[src/rtl/mem_arb_pkg.sv]
// -----------------------------------------------------------------------------
// mem_arb_pkg
// Shared definitions for the two-port memory arbiter:
//   - state_t    : arbiter FSM encoding (IDLE / ISSUE / RESP)
//   - PORT_CPU   : index of the CPU load/store requester
//   - PORT_DMA   : index of the DMA / program-loader requester
//   - ADDR_W_DEF : default memory address width
//   - DATA_W_DEF : default memory data width
// No ports; imported with "import mem_arb_pkg::*;".
// -----------------------------------------------------------------------------
package mem_arb_pkg;

    localparam int ADDR_W_DEF = 8;
    localparam int DATA_W_DEF = 8;

    localparam logic PORT_CPU = 1'b0;
    localparam logic PORT_DMA = 1'b1;

    typedef enum logic [1:0] {
        IDLE  = 2'b00,
        ISSUE = 2'b01,
        RESP  = 2'b10
    } state_t;

endpackage : mem_arb_pkg

[src/rtl/mem_port_arbiter_if.sv]
// -----------------------------------------------------------------------------
// mem_port_arbiter_if
// Bundles both requester ports and the memory-side bus of the arbiter.
//
// Handshake (both requester ports):
//   A requester raises reqN with weN/addrN/wdataN and holds all of them stable
//   until gntN pulses for one cycle; the request is accepted in that cycle.
//   Dropping reqN before the arbiter samples it in IDLE withdraws it. For a
//   read, rvalidN pulses exactly one cycle after gntN with rdataN valid in
//   that cycle only; rdataN is 0 at all other times.
//
// Modports:
//   slave  : arbiter side (requests/readdata in, grants/memory controls out)
//   master : environment side (requesters + memory), the mirror image
// Parameters: ADDR_W, DATA_W.
// -----------------------------------------------------------------------------
interface mem_port_arbiter_if
    import mem_arb_pkg::*;
#(
    parameter int ADDR_W = ADDR_W_DEF,
    parameter int DATA_W = DATA_W_DEF
);

    // port 0 (CPU)
    logic              req0;
    logic              we0;
    logic [ADDR_W-1:0] addr0;
    logic [DATA_W-1:0] wdata0;
    logic              gnt0;
    logic              rvalid0;
    logic [DATA_W-1:0] rdata0;

    // port 1 (DMA / loader)
    logic              req1;
    logic              we1;
    logic [ADDR_W-1:0] addr1;
    logic [DATA_W-1:0] wdata1;
    logic              gnt1;
    logic              rvalid1;
    logic [DATA_W-1:0] rdata1;

    // memory side
    logic              mem_memread;
    logic              mem_memwrite;
    logic [ADDR_W-1:0] mem_address;
    logic [DATA_W-1:0] mem_writedata;
    logic [DATA_W-1:0] mem_readdata;

    logic              busy;

    modport slave (
        input  req0, we0, addr0, wdata0,
        input  req1, we1, addr1, wdata1,
        input  mem_readdata,
        output gnt0, rvalid0, rdata0,
        output gnt1, rvalid1, rdata1,
        output mem_memread, mem_memwrite, mem_address, mem_writedata,
        output busy
    );

    modport master (
        output req0, we0, addr0, wdata0,
        output req1, we1, addr1, wdata1,
        output mem_readdata,
        input  gnt0, rvalid0, rdata0,
        input  gnt1, rvalid1, rdata1,
        input  mem_memread, mem_memwrite, mem_address, mem_writedata,
        input  busy
    );

endinterface : mem_port_arbiter_if

[src/rtl/mem_arb_pick.sv]
// -----------------------------------------------------------------------------
// mem_arb_pick
// Combinational arbitration policy for the two requesters.
//   req0, req1 : live requests
//   last_owner : port granted most recently
//   valid      : at least one request present
//   winner     : port index to grant (meaningful only when valid)
// Configuration macro: MEM_ARB_ROUND_ROBIN_EN
//   defined   -> on a tie grant the port that did not win last time
//   undefined -> fixed priority, port 0 always wins a tie
// -----------------------------------------------------------------------------
module mem_arb_pick
    import mem_arb_pkg::*;
(
    input  logic req0,
    input  logic req1,
    input  logic last_owner,
    output logic valid,
    output logic winner
);

    assign valid = req0 | req1;

`ifdef MEM_ARB_ROUND_ROBIN_EN
    always_comb begin
        winner = PORT_CPU;
        if (req0 && req1) begin
            winner = ~last_owner;
        end else if (req1) begin
            winner = PORT_DMA;
        end
    end
`else
    // last_owner is kept by the FSM but plays no role under fixed priority.
    logic unused_last_owner;
    assign unused_last_owner = last_owner;

    always_comb begin
        winner = PORT_CPU;
        if (!req0 && req1) begin
            winner = PORT_DMA;
        end
    end
`endif

endmodule : mem_arb_pick

[src/rtl/mem_port_arbiter.sv]
// -----------------------------------------------------------------------------
// mem_port_arbiter
// Serialises two requesters (port 0 = CPU, port 1 = DMA/loader) onto a single
// port synchronous-read memory and routes read data back to the requester.
//
// Ports:
//   clk       : system clock, rising edge
//   rst       : asynchronous active-low reset
//   bus       : mem_port_arbiter_if.slave (requester ports + memory bus + busy)
//   dbg_state : current FSM state, for observation only
// Parameters: ADDR_W, DATA_W.
// Configuration macro: MEM_ARB_ROUND_ROBIN_EN (selects tie-break policy, see
// mem_arb_pick).
//
// Timing: request sampled in IDLE -> ISSUE (gnt, memory strobe) -> for reads
// RESP (rvalid, memory's registered readdata). All memory-side outputs come
// from the state and latched registers only.
// -----------------------------------------------------------------------------
module mem_port_arbiter
    import mem_arb_pkg::*;
#(
    parameter int ADDR_W = ADDR_W_DEF,
    parameter int DATA_W = DATA_W_DEF
)(
    input  logic                clk,
    input  logic                rst,
    mem_port_arbiter_if.slave   bus,
    output state_t              dbg_state
);

    state_t            state;
    state_t            state_next;
    logic              owner;
    logic              last_owner;
    logic              lat_we;
    logic [ADDR_W-1:0] lat_addr;
    logic [DATA_W-1:0] lat_wdata;

    logic              pick_valid;
    logic              pick_winner;
    logic              load;

    mem_arb_pick u_pick (
        .req0       (bus.req0),
        .req1       (bus.req1),
        .last_owner (last_owner),
        .valid      (pick_valid),
        .winner     (pick_winner)
    );

    // next-state logic
    always_comb begin
        state_next = state;
        load       = 1'b0;
        case (state)
            IDLE: begin
                if (pick_valid) begin
                    state_next = ISSUE;
                    load       = 1'b1;
                end
            end
            ISSUE: begin
                // writes retire at the end of ISSUE; reads wait one cycle
                // for the memory's registered readdata
                state_next = lat_we ? IDLE : RESP;
            end
            RESP: begin
                state_next = IDLE;
            end
            default: begin
                state_next = IDLE;
            end
        endcase
    end

    always_ff @(posedge clk or negedge rst) begin
        if (!rst) begin
            state <= IDLE;
        end else begin
            state <= state_next;
        end
    end

    // Latched transaction; last_owner resets to port 1 so that port 0 wins the
    // first tie under round-robin.
    always_ff @(posedge clk or negedge rst) begin
        if (!rst) begin
            owner      <= PORT_CPU;
            last_owner <= PORT_DMA;
            lat_we     <= 1'b0;
            lat_addr   <= '0;
            lat_wdata  <= '0;
        end else if (load) begin
            owner      <= pick_winner;
            last_owner <= pick_winner;
            if (pick_winner == PORT_DMA) begin
                lat_we    <= bus.we1;
                lat_addr  <= bus.addr1;
                lat_wdata <= bus.wdata1;
            end else begin
                lat_we    <= bus.we0;
                lat_addr  <= bus.addr0;
                lat_wdata <= bus.wdata0;
            end
        end
    end

    logic in_issue;
    logic in_resp;

    assign in_issue = (state == ISSUE);
    assign in_resp  = (state == RESP);

    // memory side
    assign bus.mem_memwrite  = in_issue &  lat_we;
    assign bus.mem_memread   = in_issue & ~lat_we;
    assign bus.mem_address   = lat_addr;
    assign bus.mem_writedata = lat_wdata;

    // requester side
    assign bus.gnt0    = in_issue & (owner == PORT_CPU);
    assign bus.gnt1    = in_issue & (owner == PORT_DMA);
    assign bus.rvalid0 = in_resp  & (owner == PORT_CPU);
    assign bus.rvalid1 = in_resp  & (owner == PORT_DMA);
    assign bus.rdata0  = bus.rvalid0 ? bus.mem_readdata : '0;
    assign bus.rdata1  = bus.rvalid1 ? bus.mem_readdata : '0;

    assign bus.busy  = (state != IDLE);
    assign dbg_state = state;

endmodule : mem_port_arbiter

[src/flat_wrapper.sv]
// flat-port wrapper written by rule: the top's interface ports become plain ports
module mem_port_arbiter_flat import mem_arb_pkg::*;
#(
    parameter int ADDR_W = ADDR_W_DEF,
    parameter int DATA_W = DATA_W_DEF
)
  (clk, rst, dbg_state, bus_req0, bus_we0, bus_addr0, bus_wdata0, bus_req1, bus_we1, bus_addr1, bus_wdata1, bus_mem_readdata, bus_gnt0, bus_rvalid0, bus_rdata0, bus_gnt1, bus_rvalid1, bus_rdata1, bus_mem_memread, bus_mem_memwrite, bus_mem_address, bus_mem_writedata, bus_busy);
  mem_port_arbiter_if #(.ADDR_W(ADDR_W), .DATA_W(DATA_W)) bus_i ();
  input  logic clk;
  input  logic rst;
  output state_t dbg_state;
  input wire logic [$bits(bus_i.req0)-1:0] bus_req0;
  input wire logic [$bits(bus_i.we0)-1:0] bus_we0;
  input wire logic [$bits(bus_i.addr0)-1:0] bus_addr0;
  input wire logic [$bits(bus_i.wdata0)-1:0] bus_wdata0;
  input wire logic [$bits(bus_i.req1)-1:0] bus_req1;
  input wire logic [$bits(bus_i.we1)-1:0] bus_we1;
  input wire logic [$bits(bus_i.addr1)-1:0] bus_addr1;
  input wire logic [$bits(bus_i.wdata1)-1:0] bus_wdata1;
  input wire logic [$bits(bus_i.mem_readdata)-1:0] bus_mem_readdata;
  output wire logic [$bits(bus_i.gnt0)-1:0] bus_gnt0;
  output wire logic [$bits(bus_i.rvalid0)-1:0] bus_rvalid0;
  output wire logic [$bits(bus_i.rdata0)-1:0] bus_rdata0;
  output wire logic [$bits(bus_i.gnt1)-1:0] bus_gnt1;
  output wire logic [$bits(bus_i.rvalid1)-1:0] bus_rvalid1;
  output wire logic [$bits(bus_i.rdata1)-1:0] bus_rdata1;
  output wire logic [$bits(bus_i.mem_memread)-1:0] bus_mem_memread;
  output wire logic [$bits(bus_i.mem_memwrite)-1:0] bus_mem_memwrite;
  output wire logic [$bits(bus_i.mem_address)-1:0] bus_mem_address;
  output wire logic [$bits(bus_i.mem_writedata)-1:0] bus_mem_writedata;
  output wire logic [$bits(bus_i.busy)-1:0] bus_busy;
  assign bus_i.req0 = bus_req0;
  assign bus_i.we0 = bus_we0;
  assign bus_i.addr0 = bus_addr0;
  assign bus_i.wdata0 = bus_wdata0;
  assign bus_i.req1 = bus_req1;
  assign bus_i.we1 = bus_we1;
  assign bus_i.addr1 = bus_addr1;
  assign bus_i.wdata1 = bus_wdata1;
  assign bus_i.mem_readdata = bus_mem_readdata;
  assign bus_gnt0 = bus_i.gnt0;
  assign bus_rvalid0 = bus_i.rvalid0;
  assign bus_rdata0 = bus_i.rdata0;
  assign bus_gnt1 = bus_i.gnt1;
  assign bus_rvalid1 = bus_i.rvalid1;
  assign bus_rdata1 = bus_i.rdata1;
  assign bus_mem_memread = bus_i.mem_memread;
  assign bus_mem_memwrite = bus_i.mem_memwrite;
  assign bus_mem_address = bus_i.mem_address;
  assign bus_mem_writedata = bus_i.mem_writedata;
  assign bus_busy = bus_i.busy;
  mem_port_arbiter #(.ADDR_W(ADDR_W), .DATA_W(DATA_W)) u_core (.clk(clk), .rst(rst), .bus(bus_i), .dbg_state(dbg_state));
endmodule
[config.mk]
export PLATFORM = sky130hd
export DESIGN_NAME = mem_port_arbiter_flat
export DESIGN_NICKNAME = d
export VERILOG_FILES = /design/src/rtl/mem_arb_pkg.sv /design/src/rtl/mem_port_arbiter_if.sv /design/src/rtl/mem_arb_pick.sv /design/src/rtl/mem_port_arbiter.sv /design/src/flat_wrapper.sv
export SDC_FILE = /design/constraint.sdc
export NUM_CORES = 1
export LEC_CHECK = 0
export CAP_MARGIN = 20
export CORE_MARGIN = 1.5
export CORE_UTILIZATION = 37
export DETAILED_ROUTE_END_ITERATION = 10
export MAX_ROUTING_LAYER = met4
export PLACE_DENSITY = 0.88
export SLEW_MARGIN = 20
export SYNTH_ARGS = -nofsm -noshare
export SYNTH_HDL_FRONTEND = slang
export SYNTH_SLANG_ARGS = --single-unit
[constraint.sdc]
create_clock -name clk -period 4.9 [get_ports clk]
set_clock_uncertainty 0.15 [all_clocks]
set_input_delay 1.47 -clock clk [delete_from_list [all_inputs] [get_ports clk]]
set_output_delay 1.47 -clock clk [all_outputs]
set_load 0.02 [all_outputs]
Word-level counts from Yosys, hierarchy flattened
Index checks and enable logic that the tools add are counted.

Input port bits: 46. Register bits: 20. Word-level logic and storage cells: 32.

Reductions and logical operators: 4. Muxes and demuxes: 11. Bitwise gates (word level): 9. Eq/ne operators: 3.

Operators with widths (count): 2-to-1 mux 8 bit (4); AND 1 bit (6); 2-to-1 mux 1 bit (4); 2-to-1 mux 2 bit (2); one-hot mux 2 bit (2 select lines) (1); equality test 2 x 1 -> 1 bit (second input constant) (1); equality test 2 bit (second input constant) (1); zero test 2 bit (1); inequality test 2 x 1 -> 1 bit (second input constant) (1); inverter 1 bit (2); nonzero test 2 bit (1); logical AND 1 bit (1); zero test 1 bit (1); bitwise OR 1 bit (1).

Depth between registers and ports, before layout
Gate-level depths: netlist of run 1.

Depth after elaboration: 4. Mapped depth: 5.

By module
From an unflattened synthesis of run 1, not the netlist that was laid out.

Cell total of the unflattened synthesis: 92. Area, all modules: 1214.9 µm².

Modules (own cells, without submodules): mem_port_arbiter (times used 1, seq. area each 526.8 µm², area each 1202.4 µm², cells an instance 90); mem_arb_pick (times used 1, seq. area each 0.0 µm², area each 12.5 µm², cells an instance 2).

Worst setup path before layout of run 1
No wires, ideal clock.

Path kind: input to output. From: in bus_mem_readdata[0]. To: out bus_rdata0[0]. Required time: 3.280 ns. Stages: 1. Path slack: 1.600 ns. Arrival time: 1.680 ns. Cell sequence: and2_1.

Longest elaborated chain between the ends: 1.

RTL lines: start: declaration (RTL line flat_wrapper.sv:20) `input wire logic [$bits(bus_i.mem_readdata)-1:0] bus_mem_readdata;`; 2-to-1 mux 8 bit (RTL line mem_port_arbiter.sv:125) `assign bus.rdata0 = bus.rvalid0 ? bus.mem_readdata : '0;`; end: declaration (RTL line flat_wrapper.sv:23) `output wire logic [$bits(bus_i.rdata0)-1:0] bus_rdata0;`.

Every way passes these cells.

Worst setup path in the final report of run 1
From: in bus_mem_readdata[3]. To: out bus_rdata0[3].

The elaborated chain is that of the path after synthesis.

==> results of run 1 <==
## worst max-delay path, cell delays in order
cell             delay, ns
clkdlybuf4s50_1       0.48
and2_1                0.14
clkdlybuf4s50_1       0.60
## Yosys cell counts (all sizes together)
master	instances
nand2b	2
dfrtp	20
a21oi	2
mux2i	2
mux2	32
o21a	1
buf	4
nor2	6
inv	3
and2	16
nor3b	2
## metal layers
metal / routed length, um / part of all wire
met5: 0 / 0
met4: 55 / 0.018
met3: 226 / 0.075
met2: 1630 / 0.54
met1: 1090 / 0.36
## power breakdown
part | switching, mW | internal [mW]
clock | 0.0452 | 0.0286
sequential | 0.0550 | 0.250
combinational | 0.303 | 0.373
total | 0.403 | 0.652
## worst min path at each step
stage,start,to,slack (ns)
after floorplan,u_core.lat_we,u_core.dbg_state[1],0.28
after global routing,u_core.lat_we,u_core.dbg_state[1],0.32
final,u_core.lat_we,u_core.dbg_state[1],0.31
after global placement,u_core.lat_we,u_core.dbg_state[1],0.29
after detailed placement,u_core.lat_we,u_core.dbg_state[1],0.29
after CTS,u_core.lat_we,u_core.dbg_state[1],0.31
## kinds of logic (layout without fill, tap and decap cells)
family	after synthesis	in the layout	share of synthesized area
compound gates	3	3	0.0149
buf+inv	7	93	0.0521
flops	20	20	0.425
mux	34	34	0.380
simple gates	26	26	0.128
## flip-flops by register name, summed over array words and instances, names as in the netlist
name,flops
u_core.bus.mem_writedata,8
u_core.owner,1
u_core.dbg_state,2
u_core.lat_we,1
u_core.bus.mem_address,8
## area by class of cell
class | instances | share of cell area
clock buffer | 3 | 0.0109
inverter | 3 | 0.00543
multi-input combinational | 63 | 0.297
sequential | 20 | 0.241
tap | 44 | 0.0266
timing repair buffer | 87 | 0.419
==> flow_summary.ini, run 1 <==
[global_route]
grt_max_degree = 21
overflow = 0
grt_pass1_vias = 986
grt.busiest_layer = met2
antenna_found_initial = 0
grt.total_usage = 0.182
use_met2 = 0.342
grt_pass1_wl_um = 4670
groute.layer.met1.usage = 0.185
met3_usage = 0.0240

[floorplan]
io-pin-count = 87
dieArea_um2 = 3530
die_y_um = 59.4
start_util = 0.389
core_area_um2 = 3030
row_count = 20
die_x_um = 59.4

[yosys]
synth_area_leaders = dfrtp_1 (43%), mux2_4 (23%), mux2_2 (13%)
syn_area_per_cell_um2 = 13.1
yosysSeqAreaShare = 0.425
yosysTopAreaCellShare = 0.425
syn_inst = 90
syn-cell-area_um2 = 1180
yosys_warnings = 0
synth_area_leader_cell = dfrtp_1
synth_seq_cells = 20
synth.distinct_cells = 14
synth_nets = 136

[setup_path]
reg2reg_from = u_core.dbg_state[1]
cp-startpoint = bus_mem_readdata[3]
worstPathRequired_ns = 3.28
startpoint_type = input pin
critPathCaptureType = output pin
cp.arrival_ns = 2.69
rrSetupSlack_ns = 2.76
critPathMaxFanout = 2
r2r_cells = 3
crit_end = bus_rdata0[3]
criticalPathCategory = in -> out
r2r_end = u_core.bus.mem_address[7]

[placement]
dp.cells = 217
gp_congestion = 0.807
placed_area_um2 = 2050
port_buffers = 86
dpl_worst_slack_ns = 0.576
dp_hpwl_um = 2540

[routing]
drtIter0Drc = 30
wl_per_cell_um = 13.7
detail-route-antenna-nets = 0
drcViolationCount = 0
drt_wl_total_um = 3010
firstDrtPassIters = 4
vias_per_cell = 4.57
via_count = 1005

[final_layout]
fin_nets = 224
area_growth_pct = 76.1
n_fill_cell = 240
stdcell_count = 220
seqCellArea_um2 = 500
multi_input_area_um2 = 616
post_route_cells_drive_above_1_share = 0.205
mostFrequentLayoutCell = clkdlybuf4s50_1
final_cell_mix = clkdlybuf4s50_1 (86), dfrtp_1 (20), mux2_4 (18)
design_area_um2 = 2070
final_util = 0.685
antenna_cells = 0

[min_path]
min_path_cells = 1
hold_path_class = reg -> reg

[clock_tree]
insertion_delay_ns = 0.28
numCtsBuffers = 3
cts_resized = 0
cts-hold-fix-buffers = 0
post-cts-setup-buffers = 0
cts.path.max_buffers = 2
path_clk_slew_ns = 0.10
cts_tree = built
root_buffer = clkbuf_4
numClockSinks = 20
h-tree-depth = 1

[sta]
worstMarginPinSlew_ns = 0.981
setup_viol_count_final = 0
final_hold_viol_count = 0
layout_min_cycle_time_ns = 4.31
fin_crit_sh = 0.881
worst_slack_ns = 0.585
timing.fmax_mhz = 232
fin_tns_setup_ns = 0
slew_headroom = 0.346
rsz0062_at_grt = false
drv_slew = 0
holdWs_ns = 0.306

[power]
total_leakage_power_nw = 0.887
p_per_area_nw_per_um2 = 509
ir_drop_v = 0.000362
p_total_mw = 1.05

[flow_run]
cap_viol_max_count = 0

[outcome]
outcome = finished clean
No activity file was read; power rests on OpenSTA's default activity.
==> inputs of run 2 (changes only) <==
- ABC_CLOCK_PERIOD_IN_PS: not set -> 4900
==> results of run 2 <==
Final layout, timing and power as in run 1 (identical DEF).
==> inputs of run 3 (changes only) <==
- CTS_CLUSTER_SIZE: not set -> 24
==> results of run 3 <==
Final layout, timing and power as in run 1 (identical DEF).
